[src/rtl/vend_pkg.sv]
// rtl/vend_pkg.sv - coin codes, coin values and FSM states shared by the vending coin blocks
package vend_pkg;

  localparam logic [1:0] COIN_TEN    = 2'b00;
  localparam logic [1:0] COIN_TWENTY = 2'b01;
  localparam logic [1:0] COIN_FIFTY  = 2'b10;

  // Coin values in units of 10
  localparam logic [2:0] VAL_TEN    = 3'd1;
  localparam logic [2:0] VAL_TWENTY = 3'd2;
  localparam logic [2:0] VAL_FIFTY  = 3'd5;

  typedef enum logic [1:0] {
    ST_IDLE   = 2'd0,
    ST_SELECT = 2'd1,
    ST_EJECT  = 2'd2,
    ST_DONE   = 2'd3
  } state_t;

  function automatic logic [2:0] coin_value(input logic [1:0] coin);
    case (coin)
      COIN_FIFTY:  return VAL_FIFTY;
      COIN_TWENTY: return VAL_TWENTY;
      default:     return VAL_TEN;
    endcase
  endfunction

endpackage

[src/rtl/coin_inventory.sv]
// rtl/coin_inventory.sv - per-denomination saturating coin counters with refill and single-coin decrement
module coin_inventory
  import vend_pkg::*;
#(
  parameter int CNT_W    = 6,
  parameter int INIT_CNT = 10
) (
  input  logic             clk,
  input  logic             reset,
  input  logic             refill_en,
  input  logic [1:0]       refill_coin,
  input  logic [CNT_W-1:0] refill_qty,
  input  logic             dec_en,
  input  logic [1:0]       dec_coin,
  output logic             nz_ten,
  output logic             nz_twenty,
  output logic             nz_fifty
);

  localparam logic [CNT_W-1:0] INIT = CNT_W'(INIT_CNT);

  logic [2:0] w_nz;

  // Index g matches the coin code, so code 2'b11 never selects a counter
  for (genvar g = 0; g < 3; g++) begin : g_cnt
    logic [CNT_W-1:0] r_cnt;
    logic [CNT_W:0]   w_sum;

    assign w_sum = {1'b0, r_cnt} + {1'b0, refill_qty};

    always_ff @(posedge clk or negedge reset) begin
      if (!reset) begin
        r_cnt <= INIT;
      end else if (refill_en && refill_coin == 2'(g)) begin
        r_cnt <= w_sum[CNT_W] ? '1 : w_sum[CNT_W-1:0];
      end else if (dec_en && dec_coin == 2'(g) && r_cnt != '0) begin
        r_cnt <= r_cnt - 1'b1;
      end
    end

    assign w_nz[g] = |r_cnt;
  end

  assign nz_ten    = w_nz[COIN_TEN];
  assign nz_twenty = w_nz[COIN_TWENTY];
  assign nz_fifty  = w_nz[COIN_FIFTY];

endmodule

[src/rtl/change_dispenser.sv]
// rtl/change_dispenser.sv - greedy 50/20/10 change payout to a valid/ready coin hopper
// Optional: CHG_TIMEOUT_EN adds a jam output and an eject-handshake timeout.
module change_dispenser
  import vend_pkg::*;
#(
  parameter int AMT_W       = 8,
  parameter int CNT_W       = 6,
  parameter int INIT_CNT    = 10,
  parameter int TIMEOUT_CYC = 1000
) (
  input  logic             clk,
  input  logic             reset,
  input  logic             start,
  input  logic [AMT_W-1:0] amount,
  input  logic             refill_en,
  input  logic [1:0]       refill_coin,
  input  logic [CNT_W-1:0] refill_qty,
  input  logic             eject_ready,
  output logic             eject_valid,
  output logic [1:0]       eject_coin,
  output logic             busy,
  output logic             done,
  output logic             short,
  output logic [AMT_W-1:0] remaining
`ifdef CHG_TIMEOUT_EN
  ,
  output logic             jam
`endif
);

  state_t           r_state;
  logic [1:0]       r_coin;
  logic [AMT_W-1:0] r_rem;
  logic             r_short;

  logic       w_nz_ten;
  logic       w_nz_twenty;
  logic       w_nz_fifty;
  logic       w_xfer;
  logic       w_refill;
  logic       w_sel_ok;
  logic [1:0] w_sel_coin;

  assign w_xfer   = (r_state == ST_EJECT) && eject_ready;
  assign w_refill = (r_state == ST_IDLE) && refill_en;

  coin_inventory #(
    .CNT_W    (CNT_W),
    .INIT_CNT (INIT_CNT)
  ) u_inv (
    .clk         (clk),
    .reset       (reset),
    .refill_en   (w_refill),
    .refill_coin (refill_coin),
    .refill_qty  (refill_qty),
    .dec_en      (w_xfer),
    .dec_coin    (r_coin),
    .nz_ten      (w_nz_ten),
    .nz_twenty   (w_nz_twenty),
    .nz_fifty    (w_nz_fifty)
  );

  // A coin is only offered when it fits in r_rem, so r_rem cannot underflow
  always_comb begin
    w_sel_ok   = 1'b1;
    w_sel_coin = COIN_TEN;
    if (r_rem >= AMT_W'(VAL_FIFTY) && w_nz_fifty) begin
      w_sel_coin = COIN_FIFTY;
    end else if (r_rem >= AMT_W'(VAL_TWENTY) && w_nz_twenty) begin
      w_sel_coin = COIN_TWENTY;
    end else if (w_nz_ten) begin
      w_sel_coin = COIN_TEN;
    end else begin
      w_sel_ok = 1'b0;
    end
  end

`ifdef CHG_TIMEOUT_EN
  localparam int WAIT_W = $clog2(TIMEOUT_CYC + 1);
  logic [WAIT_W-1:0] r_wait;
  logic              r_jam;
  assign jam = r_jam;
`endif

  always_ff @(posedge clk or negedge reset) begin
    if (!reset) begin
      r_state <= ST_IDLE;
      r_coin  <= COIN_TEN;
      r_rem   <= '0;
      r_short <= 1'b0;
`ifdef CHG_TIMEOUT_EN
      r_wait  <= '0;
      r_jam   <= 1'b0;
`endif
    end else begin
      case (r_state)
        ST_IDLE: begin
          if (start) begin
            r_rem   <= amount;
            r_short <= 1'b0;
`ifdef CHG_TIMEOUT_EN
            r_jam   <= 1'b0;
`endif
            r_state <= ST_SELECT;
          end
        end
        ST_SELECT: begin
          if (r_rem == '0) begin
            r_short <= 1'b0;
            r_state <= ST_DONE;
          end else if (w_sel_ok) begin
            r_coin  <= w_sel_coin;
`ifdef CHG_TIMEOUT_EN
            r_wait  <= '0;
`endif
            r_state <= ST_EJECT;
          end else begin
            r_short <= 1'b1;
            r_state <= ST_DONE;
          end
        end
        ST_EJECT: begin
          if (eject_ready) begin
            r_rem   <= r_rem - AMT_W'(coin_value(r_coin));
            r_state <= ST_SELECT;
          end
`ifdef CHG_TIMEOUT_EN
          else if (r_wait == WAIT_W'(TIMEOUT_CYC - 1)) begin
            r_jam   <= 1'b1;
            r_short <= 1'b1;
            r_state <= ST_DONE;
          end else begin
            r_wait <= r_wait + 1'b1;
          end
`endif
        end
        ST_DONE: begin
          r_state <= ST_IDLE;
        end
        default: begin
          r_state <= ST_IDLE;
        end
      endcase
    end
  end

  // Decoded from the state register so a reset drops eject_valid without waiting for a clock
  assign eject_valid = (r_state == ST_EJECT);
  assign eject_coin  = r_coin;
  assign busy        = (r_state != ST_IDLE);
  assign done        = (r_state == ST_DONE);
  assign short       = r_short;
  assign remaining   = r_rem;

endmodule

[config.mk]
export PLATFORM = sky130hd
export DESIGN_NAME = change_dispenser
export DESIGN_NICKNAME = d
export VERILOG_FILES = /design/src/rtl/vend_pkg.sv /design/src/rtl/coin_inventory.sv /design/src/rtl/change_dispenser.sv
export SDC_FILE = /design/constraint.sdc
export NUM_CORES = 1
export LEC_CHECK = 0
export BUFFER_PORTS_ARGS = -buffer_cell sky130_fd_sc_hd__buf_2
export CAP_MARGIN = 15
export CORE_MARGIN = 2
export CORE_UTILIZATION = 50
export DETAILED_ROUTE_END_ITERATION = 12
export MAX_ROUTING_LAYER = met4
export PLACE_DENSITY = 0.7
export SYNTH_ARGS = -nofsm -noshare
export SYNTH_HDL_FRONTEND = slang
export SYNTH_SLANG_ARGS = --single-unit
[constraint.sdc]
create_clock -name clk -period 4.3 [get_ports clk]
set_clock_uncertainty 0.1 [all_clocks]
set_input_delay 1.29 -clock clk [delete_from_list [all_inputs] [get_ports clk]]
set_output_delay 1.29 -clock clk [all_outputs]
set_load 0.005 [all_outputs]
### Word-level counts from Yosys, hierarchy flattened

Cells that the tools add are included.

* RAM bits: 0
* bits of input ports: 21
* latch bits: 0
* logic and storage cells: 89
* memories kept: 0
* output and inout port bits: 14
* register bits: 31
* ROM bits: 0

* multiplexer cells: 29
* add/sub/neg operators: 7
* magnitude comparators: 2
* reductions and logical operators: 33
* bitwise logic cells: 1
* divide/modulo/power cells: 0
* multipliers: 0
* eq/ne operators: 10
* shift operators: 0

Operators by type and width (number)
* 2-to-1 mux 6 bit: 9
* adder 6 x 6 -> 7 bit: 3
* nonzero test 6 bit: 3
* OR reduction 6 bit: 3
* subtractor 6 x 1 -> 6 bit, second input constant: 3
* 2-to-1 mux 8 bit: 2
* case mux 8 bit (2 select lines): 1
* logical AND 1 bit: 13
* nonzero test 2 bit: 6
* 2-to-1 mux 1 bit: 9
* AND reduction 3 bit: 3
* equality test 2 bit, second input constant: 4
* greater-or-equal comparator 8 x 2 -> 1 bit, second input constant: 1
* greater-or-equal comparator 8 x 3 -> 1 bit, second input constant: 1
* zero test 8 bit: 1
* case mux 2 bit (4 select lines): 1
* subtractor 8 x 3 -> 8 bit: 1
* equality test 2 x 1 -> 1 bit, second input constant: 3
* zero test 2 bit: 3
* 2-to-1 mux 2 bit: 3
* 2-to-1 mux 3 bit: 2
* case mux 3 bit (2 select lines): 1
* != test 2 bit, second input constant: 2
* != test 3 bit, second input constant: 1
* other kinds (3): 3

### Longest topological paths before layout

Gate-level depths: netlist (run 1).

* depth after elaboration: 7
* mapped depth: 9
* depth with buffers taken out: 9

### By module

Synthesis (run 1) repeated with hierarchy kept, for this count alone.

* cells, all modules: 314
* area total of the unflattened synthesis: 2728.9 sq um

Modules (own cells, without submodules)
* coin_inventory: seq. area each 457.9 sq um, cells an instance 209, times used 1, area each 1823.0 sq um
* change_dispenser: seq. area each 325.3 sq um, cells an instance 105, times used 1, area each 905.9 sq um

### Worst setup path before layout (run 1)

Ideal clock, no wire load.

* path kind: input -> register
* start point: in refill_qty[0]
* end point: reg u_inv.g_cnt[2].r_cnt[1]
* path buffers: 0
* setup time: 77 ps
* stages: 8
* data required time: 4123 ps
* arrival time: 2777 ps
* setup slack: 1345 ps
* cell sequence: ha_1 > inv_1 > fa_1 > nor2b_1 > o21bai_1 > a21boi_0 > and3b_1 > o22ai_1

* cells in the longest elaborated chain, start to end: 3

Ends and longest elaborated chain
* from (decl): line change_dispenser.sv:17 `input logic [CNT_W-1:0] refill_qty,`
* adder 6 x 6 -> 7 bit: line coin_inventory.sv:29 `assign w_sum = {1'b0, r_cnt} + {1'b0, refill_qty};`
* 2-to-1 mux 6 bit: line coin_inventory.sv:35 `r_cnt <= w_sum[CNT_W] ? '1 : w_sum[CNT_W-1:0];`
* 2-to-1 mux 6 bit: line coin_inventory.sv:34 `end else if (refill_en && refill_coin == 2'(g)) begin`
* to (signal assigned): line coin_inventory.sv:35
* to (signal assigned): line coin_inventory.sv:37 `r_cnt <= r_cnt - 1'b1;`
* to (decl): line coin_inventory.sv:26 `logic [CNT_W-1:0] r_cnt;`

Every way passes these cells.
A chain may end at the register's enable or synchronous reset.

### Final worst setup path (run 1)

* start point: reg r_state[0]
* end point: out eject_valid

* cells in the longest elaborated chain, start to end: 1

Ends and longest elaborated chain
* from (decl): line change_dispenser.sv:31 `state_t r_state;`
* from (signal assigned): line change_dispenser.sv:87 `r_state <= ST_IDLE;`
* from (signal assigned): line change_dispenser.sv:104 `r_state <= ST_SELECT;`
* from (signal assigned): line change_dispenser.sv:110 `r_state <= ST_DONE;`
* equality test 2 bit: line change_dispenser.sv:148 `assign eject_valid = (r_state == ST_EJECT);`
* to (decl): line change_dispenser.sv:19 `output logic eject_valid,`

Every way passes these cells.

==> results of run 1 <==
[state kept, by name (all words and copies together), names as in the netlist]
register / flops
short: 1
u_inv.g_cnt.r_cnt: 18
eject_coin: 2
r_state: 2
remaining: 8
[worst max-delay path, delay by kind of cell, from the launching register on]
kind	cells	cell delay, ps
buf+inv	2	570
flops	1	490
simple gates	1	360
[cell usage after synthesis, drive strengths merged (5+ instances only)]
cell type | n | area (sq um)
clkbuf | 5 | 18.8
or2 | 5 | 31.3
dfrtp | 25 | 626
a21o | 5 | 37.5
xnor2 | 6 | 52.6
inv | 25 | 93.8
o21ai | 22 | 110
nand2b | 10 | 62.6
ha | 27 | 338
dfstp | 6 | 158
xor2 | 7 | 61.3
nand3 | 13 | 65.1
nand2 | 20 | 75.1
nor2 | 20 | 75.1
a21oi | 29 | 145
or3 | 8 | 65.1
nor2b | 7 | 43.8
o22ai | 7 | 43.8
nor3 | 7 | 35.0
[metrics by stage]
| stage | hold slack (ps) | setup slack, ps | power, mW | utilization [%] |
|---|---|---|---|---|
| 6_report | 428 | 1210 | 1.96 | 58.8 |
| 5_1_grt | 459 | 1070 | 2.16 | 58.8 |
| 4_1_cts | 426 | 1210 | 1.97 | 58.8 |
| 3_5_place_dp | 416 | 997 | 1.70 | 56.8 |
| 3_3_place_gp | 410 | 1060 | 1.67 | 56.8 |
| 2_1_floorplan | 385 | 1350 | 1.41 | - |
[kinds of logic (layout without fill, tap and decap cells)]
kind of cell             count (synthesis)  in the layout  share of synthesized area [%]
AND/OR/NAND/NOR                        102            102                           20.4
multiplexers                             4              4                           1.46
AO/OA/AOI/OAI                          103            103                           25.4
adder cells (fa/ha/maj)                 31             31                           15.3
flip-flops                              31             31                           28.6
buffers and inverters                   32             67                           4.71
XOR/XNOR                                13             13                           4.16
[routing by layer]
| metal | wire length, microns | global-route usage (%) |
|---|---|---|
| met2 | 2930 | 35.9 |
| met1 | 3230 | 34.1 |
| met3 | 317 | 4.07 |
| met4 | 104 | 6.49 |
| met5 | 0 | - |
[power by group through the flow]
stage | registers [mW] | logic (mW) | clock network, mW
3_3_place_gp | 0.618 | 1.05 | 0
6_report | 0.618 | 1.08 | 0.262
5_1_grt | 0.645 | 1.24 | 0.276
2_1_floorplan | 0.559 | 0.847 | 0
3_5_place_dp | 0.623 | 1.07 | 0
4_1_cts | 0.617 | 1.08 | 0.271
[cell type report]
| cell class | count | area share (%) |
|---|---|---|
| Tap cell | 70 | 2.86 |
| Sequential cell | 31 | 25.6 |
| Multi-Input combinational cell | 253 | 59.6 |
| Clock buffer | 8 | 3.27 |
| Inverter | 25 | 3.07 |
| Timing Repair Buffer | 34 | 5.56 |
[how the worst max path moves through the flow]
| stage | slack [ps] | to | startpoint |
|---|---|---|---|
| CTS | 1210 | eject_valid | r_state[0]$_DFFE_PN0P_ |
| detailed placement | 1000 | u_inv.g_cnt[2].r_cnt[1]$_DFFE_PN1P_ | refill_qty[0] |
| finish | 1210 | eject_valid | r_state[0]$_DFFE_PN0P_ |
| global placement | 1060 | u_inv.g_cnt[2].r_cnt[1]$_DFFE_PN1P_ | refill_qty[0] |
| global route | 1070 | eject_valid | r_state[0]$_DFFE_PN0P_ |
| floorplan | 1350 | u_inv.g_cnt[2].r_cnt[1]$_DFFE_PN1P_ | refill_qty[0] |
[cell usage in the layout (no fill, tap or decap), types with 2 or more instances in the layout]
master | netlist | routed
o41ai_1 | 3 | 3
a21boi_0 | 3 | 3
a211o_1 | 2 | 2
nand2b_1 | 10 | 10
nor4_1 | 3 | 3
a211oi_1 | 2 | 2
or3_4 | 3 | 3
dfstp_2 | 6 | 6
xor2_1 | 7 | 7
clkbuf_8 | 0 | 7
inv_1 | 25 | 25
a32oi_1 | 4 | 4
mux2i_1 | 4 | 4
buf_2 | 1 | 34
a22oi_1 | 4 | 4
nor2b_1 | 7 | 7
a21o_1 | 5 | 5
a31oi_1 | 3 | 3
or3_1 | 5 | 5
a21oi_1 | 29 | 29
or2_2 | 5 | 5
nor3_1 | 7 | 7
fa_1 | 4 | 4
xnor2_1 | 6 | 6
or4b_2 | 2 | 2
a41oi_1 | 2 | 2
nand2_1 | 20 | 20
nand3_1 | 13 | 13
o21ai_0 | 21 | 21
nor2_1 | 20 | 20
dfrtp_1 | 25 | 25
o22ai_1 | 7 | 7
ha_1 | 27 | 27
a2bb2oi_1 | 4 | 4
==> summary.md, run 1 <==
| Metric | Value |
|---|---|
| Status | completed |
| First-pass GRT wire length | 11400 microns |
| Leak | 1.33 nW |
| Root Driver | clkbuf_8 |
| Mapped Area | 0.00274 sq mm |
| Routability cong. | 0.927 |
| Clock sink total | 31 |
| I/O Buffers | 34 |
| Syn nets | 368 |
| DR WL/cell | 15.6 microns |
| R2r endpoint | remaining[7]$_DFFE_PN0P_ |
| Max Freq | 0.323 GHz |
| Period utilisation layout | 71.9% |
| Count of flip-flops with a built-in enable after synthesis | 0 |
| Placement Cell Area | 0.00296 sq mm |
| Die Wd | 78.0 microns |
| Critical Path Source Type | register |
| FF-to-FF path depth | 7 |
| # Post-CTS Setup Buffers | 0 |
| Final count of pins violating max slew | 0 |
| Routed Antenna Nets | 0 |
| Skew-Pair Late Insertion Delay | 280 ps |
| DP Cell Count | 413 |
| Worst-path clk slew | 70 ps |
| GR Util All Layers | 24.1% |
| Setup slack, reg-to-reg | 1760 ps |
| Psw | 892 uW |
| Filler Cell Count | 506 |
| Drt drc | 0 |
| Synth async-reset ratio | 100% |
| Die Y | 78.0 microns |
| Worst Hold Depth | 2 |
| CTS tree | built |
| Final setup vio count | 0 |
| P per Cell Area | 642 mW/mm^2 |
| Resized cells post-CTS | 0 |
| Final hold violations | 0 |
| Syn. warnings | 0 |
| Setup TNS Final | 0 ps |
| DR vias | 2454 |
| Grt ovf | 0 |
| TritonCTS buffer count | 5 |
| Hold_sp | u_inv.g_cnt[2].r_cnt[3]$_DFFE_PN1P_ |
| Slew margin rel. | 53.1% |
| Vias in the first global route | 2358 |
| Post-synthesis register bit count | 31 |
| Largest stage delay on the critical path | 490 ps |
| Initial antenna violation count | 0 |
| Top FF cell, synth | dfrtp_1 |
| WHS Endpoint | u_inv.g_cnt[2].r_cnt[3]$_DFFE_PN1P_ |
| Area Growth Syn to Fin | 11.8% |
| Crit path time final | 3090 ps |
| Worst Tran Pin Value | 699 ps |
| Rows | 26 |
| Core ar. | 0.00520 sq mm |
| Worst Path Required | 2910 ps |
| WL final | 6580 microns |
| CTS Hold Bufs | 0 |
| Multi-input gate area in the final layout | 0.00182 sq mm |
| Top-Level Pins | 35 |
| Worst setup EP type | primary output |
| P_int | 1.07 mW |
| Initial DRC Count | 139 |
| HP Class | register to register |
| Finished layout cell area | 0.00306 sq mm |
| Sequential standard cell area | 783 sq um |
| Starting density of the core | 52.5% |
| Post-synthesis cell type count | 56 |
| Antenna cell count | 0 |
| DP Wirelength | 5140 microns |
| Reg-to-reg critical path startpoint | eject_coin[1]$_DFFE_PN0P_ |
| Max VDD drop | 221 uV |
| Clock buffer depth | 2 |
| Layout Nets | 402 |
| Largest net degree at the start of global routing | 32 |
| DR vias/cell | 5.83 |
| Comb pwr share | 55.2% |
| Crit-path max FO | 13 |
| Switch share | 45.5% |
| Crit-path cells | nand2b_1 > inv_1 > buf_2 |
| Drt first pass iters | 4 |
| Layout Cells excl Fill | 421 |
| WP data arrival | 1700 ps |
| Mapped Avg Cell Area | 8.66 sq um |
| RSZ-0062 raised after global routing | false |
| Clk network pwr share | 13.3% |
| Syn Inst Count | 316 |
| Slowest CP cell | dfrtp_1 |
| Share of cells above drive strength 1 | 18.2% |
| Max cap viols | 0 |
| Seq/Total Area, Yosys | 28.6% |
| Htree depth | 2 |
| Flop pwr share | 31.5% |
| Setup CP Type | register to primary output |
| Die area | 0.00608 sq mm |
(Power assumes the default switching activity.)
==> inputs of run 2 (changes only) <==
ABC_AREA = 1   (was default)
PLACE_DENSITY = 0.73   (was 0.7)
clock period = 2.5 ns   (was 4.3 ns; I/O delays follow)
==> summary.md, run 2 <==
| Metric | Value |
|---|---|
| WL final | 6740 microns |
| Layout Nets | 484 |
| Most instantiated library cell after synthesis | nand2_1 |
| Final count of pins violating max slew | 0 |
| Setup TNS Final | 0 ps |
| DR WL/cell | 13.3 microns |
| DR vias | 2712 |
| Die area | 0.00612 sq mm |
| Vias in the first global route | 2583 |
| RSZ-0062 raised after global routing | false |
| Count of flip-flops with a built-in enable after synthesis | 0 |
| Die Wd | 78.2 microns |
| Slowest CP cell | fa_1 |
| Share of cells above drive strength 1 | 15.0% |
| Syn nets | 439 |
| Rows | 27 |
| CTS Hold Bufs | 0 |
| Setup CP Type | input port to register |
| Core ar. | 0.00541 sq mm |
| Finished layout cell area | 0.00313 sq mm |
| Number of flip-flops in the largest register | 18 |
| WP data arrival | 2340 ps |
| Starting density of the core | 51.0% |
| DP Cell Count | 497 |
| Skew-Pair Late Insertion Delay | 290 ps |
| DP Wirelength | 5320 microns |
| Worst Tran Pin Value | 768 ps |
| I/O Buffers | 34 |
| Max Freq | 0.450 GHz |
| Crit path launch | refill_qty[0] |
| Routed Antenna Nets | 0 |
| TritonCTS buffer count | 5 |
| Antenna cell count | 0 |
| Clock sink total | 31 |
| First-pass GRT wire length | 11600 microns |
| Reg-to-reg critical path startpoint | eject_coin[0]$_DFFE_PN0P_ |
| Max cap viols | 0 |
| Worst-path clk slew | 70 ps |
| Commonest non-fill, non-tap cell in the layout | nand2_1 |
| Root Driver | clkbuf_8 |
| Biggest register | u_inv.g_cnt.r_cnt |
| Initial antenna violation count | 0 |
| Most Frequent Cell on Critical Path | nand2_1 |
| # Post-CTS Setup Buffers | 0 |
| Leak | 1.63 nW |
| Worst setup EP type | register |
| Mapped Avg Cell Area | 7.12 sq um |
| Top-Level Pins | 35 |
| Most frequent cells in the layout | nand2_1, inv_1, o21ai_0 |
| Synth async-reset ratio | 100% |
| HP Class | register to register |
| Syn. warnings | 0 |
| Drt drc | 0 |
| Routability cong. | 0.886 |
| DR vias/cell | 5.37 |
| Synth area leader | dfrtp_1 |
| Htree depth | 2 |
| Final hold violations | 0 |
| Grt ovf | 0 |
| Hold_sp | u_inv.g_cnt[2].r_cnt[3]$_DFFE_PN1P_ |
| Worst Path Required | 2620 ps |
| Crit-path max FO | 4 |
| Drt first pass iters | 5 |
| Synth top area cells | dfrtp_1, nand2_1, ha_1 |
| Slew margin rel. | 48.8% |
| Crit-path cells | buf_2 > ha_1 > inv_1 > fa_1 > o21ai_0 > a21boi_0 > nand2_1 > inv_1 > nand2_1 > nand2_1 > o21ai_0 |
| Mapped Area | 0.00276 sq mm |
| Clock buffer depth | 2 |
| Seq/Total Area, Yosys | 28.4% |
| Die Y | 78.2 microns |
| Worst setup margin | 275 ps |
| Layout Cells excl Fill | 505 |
| Initial DRC Count | 125 |
| Resized cells post-CTS | 0 |
| Period utilisation layout | 89.0% |
| Top FF cell, synth | dfrtp_1 |
| Synth top area share | 22.7% |
| Commonest cells post-synth | nand2_1, inv_1, o21ai_0 |
| Crit path time final | 2220 ps |
| Post-synthesis cell type count | 31 |
| Post-synthesis register bit count | 31 |
| Syn Inst Count | 387 |
| Status | completed |
| P per Cell Area | 1170 mW/mm^2 |
| Placement Cell Area | 0.00305 sq mm |
| GR Util All Layers | 24.6% |
| Largest stage delay on the critical path | 400 ps |
| Final setup vio count | 0 |
| Max VDD drop | 554 uV |
| Worst hold slack | 425 ps |
| Area Growth Syn to Fin | 13.7% |
| CTS tree | built |
| Pre-CTS worst setup slack | -11.0 ps |
| Largest net degree at the start of global routing | 32 |
| Critical Path Source Type | input port |
run 2: cell families after synthesis:
logic type | share of synthesized area (%)
buffers and inverters | 7.72
DFF | 28.4
and+or+nand+nor | 28.5
adders and majority gates | 15.2
xor gates and xnor gates | 5.40
AOI/OAI and AO/OA | 14.8
run 2: per-layer routing:
layer	GRT usage (%)	vias to the layer above	wire [microns]
met5	-	-	0
met4	8.95	0	129
met3	4.02	13	325
met2	41.6	86	3160
met1	29.9	1241	3120
li1	-	1372	-
run 2: worst max-delay path, delay by kind of cell:
kind	cells	cell delay [ps]
compound gates	3	530
buf+inv	3	240
simple gates	3	240
fa+ha+maj	2	570
run 2: where the power goes:
group          internal (mW)  switching [mW]  total, mW
sequential             0.768           0.273       1.04
clock                  0.195           0.201      0.397
combinational          0.898            1.32       2.22
total                   1.86            1.79       3.66
run 2: area by class of cell:
class                      instances  area (sq um)
multi-input combinational        300          1760
clock inverter                     1          5.00
inverter                          54           203
fill                             521          2270
timing repair buffer              40           215
sequential                        31           783
clock buffer                       7          76.3
tap                               72          90.1
run 2: final timing paths:
| path | to | slack [ps] | cells after the start |
|---|---|---|---|
| setup / recovery | u_inv.g_cnt[2].r_cnt[1]$_DFFE_PN1P_ | 280 | 11 |
| hold / removal | u_inv.g_cnt[2].r_cnt[3]$_DFFE_PN1P_ | 420 | 2 |
| setup reg to reg | remaining[6]$_DFFE_PN0P_ | 330 | 10 |
| hold reg to reg | u_inv.g_cnt[2].r_cnt[3]$_DFFE_PN1P_ | 420 | 2 |
| max in group asynchronous | remaining[7]$_DFFE_PN0P_ | 1370 | 1 |
| min in group asynchronous | u_inv.g_cnt[1].r_cnt[5]$_DFFE_PN0P_ | 430 | 1 |
run 2: through the flow:
stage	utilization (%)	power, mW
6_report	57.9	3.66
5_1_grt	57.9	4.05
4_1_cts	57.9	3.65
3_5_place_dp	56.4	3.23
3_3_place_gp	56.4	3.18
2_1_floorplan	-	2.62
==> inputs of run 3 (changes only) <==
==> constraint.sdc (replaced) <==
create_clock -name clk -period 2.5 [get_ports clk]
set_clock_uncertainty 0.1 [all_clocks]
set_input_delay 0.25 -clock clk [delete_from_list [all_inputs] [get_ports clk]]
set_output_delay 0.25 -clock clk [all_outputs]
set_load 0.005 [all_outputs]
==> summary.md, run 3 (synthesized netlist as in run 2, its figures left out) <==
| Metric | Value |
|---|---|
| Filler Cell Count | 535 |
| Setup CP Type | register to register |
| Period utilisation layout | 85.4% |
| I/O Buffers | 34 |
| DR vias/cell | 5.19 |
| Crit-path cells | inv_1 > nand2_1 > ha_1 > inv_1 > fa_1 > nand2_1 > nand2_1 > o21ai_0 > nand2_1 > o221ai_1 > o21ai_0 |
| CTS tree | built |
| Share of cells above drive strength 1 | 14.2% |
| Worst Path Required | 2560 ps |
| DP Wirelength | 5070 microns |
| Rows | 27 |
| CTS Hold Bufs | 1 |
| Cell family with most CP delay | adder cells |
| Crit path time final | 2130 ps |
| Switch share | 49.1% |
| Drt drc | 0 |
| DR WL/cell | 12.9 microns |
| Biggest register | u_inv.g_cnt.r_cnt |
| First-pass GRT wire length | 11400 microns |
| TritonCTS buffer count | 5 |
| Largest net degree at the start of global routing | 32 |
| Area Growth Syn to Fin | 12.9% |
| Most Frequent Cell on Critical Path | nand2_1 |
| Vias in the first global route | 2570 |
| Max cap viols | 0 |
| P per Cell Area | 1150 mW/mm^2 |
| Setup TNS Final | 0 ps |
| Worst-path clk slew | 70 ps |
| Max Freq | 0.468 GHz |
| Worst Tran Pin Value | 723 ps |
| HP Class | input port to register |
| Antenna cell count | 0 |
| Die Wd | 78.2 microns |
| Commonest non-fill, non-tap cell in the layout | nand2_1 |
| Drt first pass iters | 5 |
| Worst setup margin | 365 ps |
| Routed Antenna Nets | 0 |
| Core ar. | 0.00541 sq mm |
| WL final | 6450 microns |
| Max VDD drop | 567 uV |
| Final setup vio count | 0 |
| Resized cells post-CTS | 0 |
| DR vias | 2607 |
| GR Util All Layers | 23.9% |
| Status | completed |
| Slowest CP cell | dfrtp_1 |
| RSZ-0062 raised after global routing | false |
| Final count of pins violating max slew | 0 |
| Layout Nets | 481 |
| Number of flip-flops in the largest register | 18 |
| Flop pwr share | 29.2% |
| Routability cong. | 0.921 |
| Slew margin rel. | 51.8% |
| Die Y | 78.2 microns |
| Htree depth | 2 |
| Clock sink total | 31 |
| Critical Path Source Type | register |
| WP data arrival | 2190 ps |
| Crit-path max FO | 5 |
| Initial antenna violation count | 0 |
| P_int | 1.83 mW |
| Leak | 1.62 nW |
| WP buf/inv | 2 |
| Grt ovf | 0 |
| Root Driver | clkbuf_8 |
| Skew-Pair Late Insertion Delay | 290 ps |
| Worst setup EP type | register |
| Clk network pwr share | 10.7% |
| # Post-CTS Setup Buffers | 0 |
| Starting density of the core | 51.0% |
| Die area | 0.00612 sq mm |
| Pre-CTS worst setup slack | 399 ps |
| Initial DRC Count | 164 |
| Psw | 1.76 mW |
| Largest stage delay on the critical path | 420 ps |
| Clock buffer depth | 2 |
| Top-Level Pins | 35 |
| Final hold violations | 0 |
| Most frequent cells in the layout | nand2_1, inv_1, o21ai_0 |
| Comb pwr share | 60.1% |
==> run 3: power groups by stage <==
stage               logic, mW  clock network [mW]  registers [mW]
finish                   2.16               0.385            1.05
global route             2.52               0.416            1.09
CTS                      2.16               0.400            1.05
detailed placement       2.14                   0            1.05
global placement         2.10                   0            1.04
floorplan                1.63                   0           0.991
==> run 3: final timing paths <==
kind                                                     start  slack (ps)  cells past startpoint                             endpoint
max in group asynchronous                                reset        1370                      2             remaining[0]$_DFFE_PN0P_
min                                                eject_ready          90                      2               r_state[1]$_DFFE_PN0P_
min in group asynchronous                                reset         440                      2  u_inv.g_cnt[0].r_cnt[2]$_DFFE_PN0P_
min reg2reg                u_inv.g_cnt[2].r_cnt[3]$_DFFE_PN1P_         400                      2  u_inv.g_cnt[2].r_cnt[3]$_DFFE_PN1P_
max reg2reg                          eject_coin[1]$_DFFE_PN0P_         370                     11             remaining[6]$_DFFE_PN0P_
max                                  eject_coin[1]$_DFFE_PN0P_         370                     11             remaining[6]$_DFFE_PN0P_
==> run 3: metal layers <==
layer	vias up	share of wire [%]	GRT usage (%)
li1	1362	-	-
met1	1180	48	31.0
met2	55	47	39.1
met3	10	3.8	3.68
met4	0	1.6	6.67
met5	-	0	-
==> run 3: worst register-to-register path: stages, from the launching register on <==
cell and delay, ps:
dfrtp_1 420, inv_1 90, nand2_1 160, ha_1 180
inv_1 50, fa_1 370, nand2_1 90, nand2_1 90
o21ai_0 150, nand2_1 70, o221ai_1 130, o21ai_0 100
==> run 3: final cells by class <==
cell class	instances	area (sq um)	share of cell area, %
flip-flops and latches	31	783	25.2
clock buffers	7	76.3	2.45
inverters	54	203	6.51
well taps	72	90.1	2.90
multi-input cells	300	1760	56.5
repair buffers	37	195	6.27
clock inverters	1	5.00	0.161
==> run 3: per-stage QoR <==
stage | utilization (%) | std cells | total power [mW] | hold WS, ps | area, sq um
after floorplan | - | 387 | 2.62 | -146 | 2760
after global placement | 55.9 | 493 | 3.14 | 261 | 3020
after global routing | 57.6 | 502 | 4.03 | 110 | 3110
after CTS | 57.6 | 502 | 3.60 | 89.4 | 3110
after detailed placement | 55.9 | 493 | 3.19 | 257 | 3020
final | 57.6 | 502 | 3.59 | 92.9 | 3110
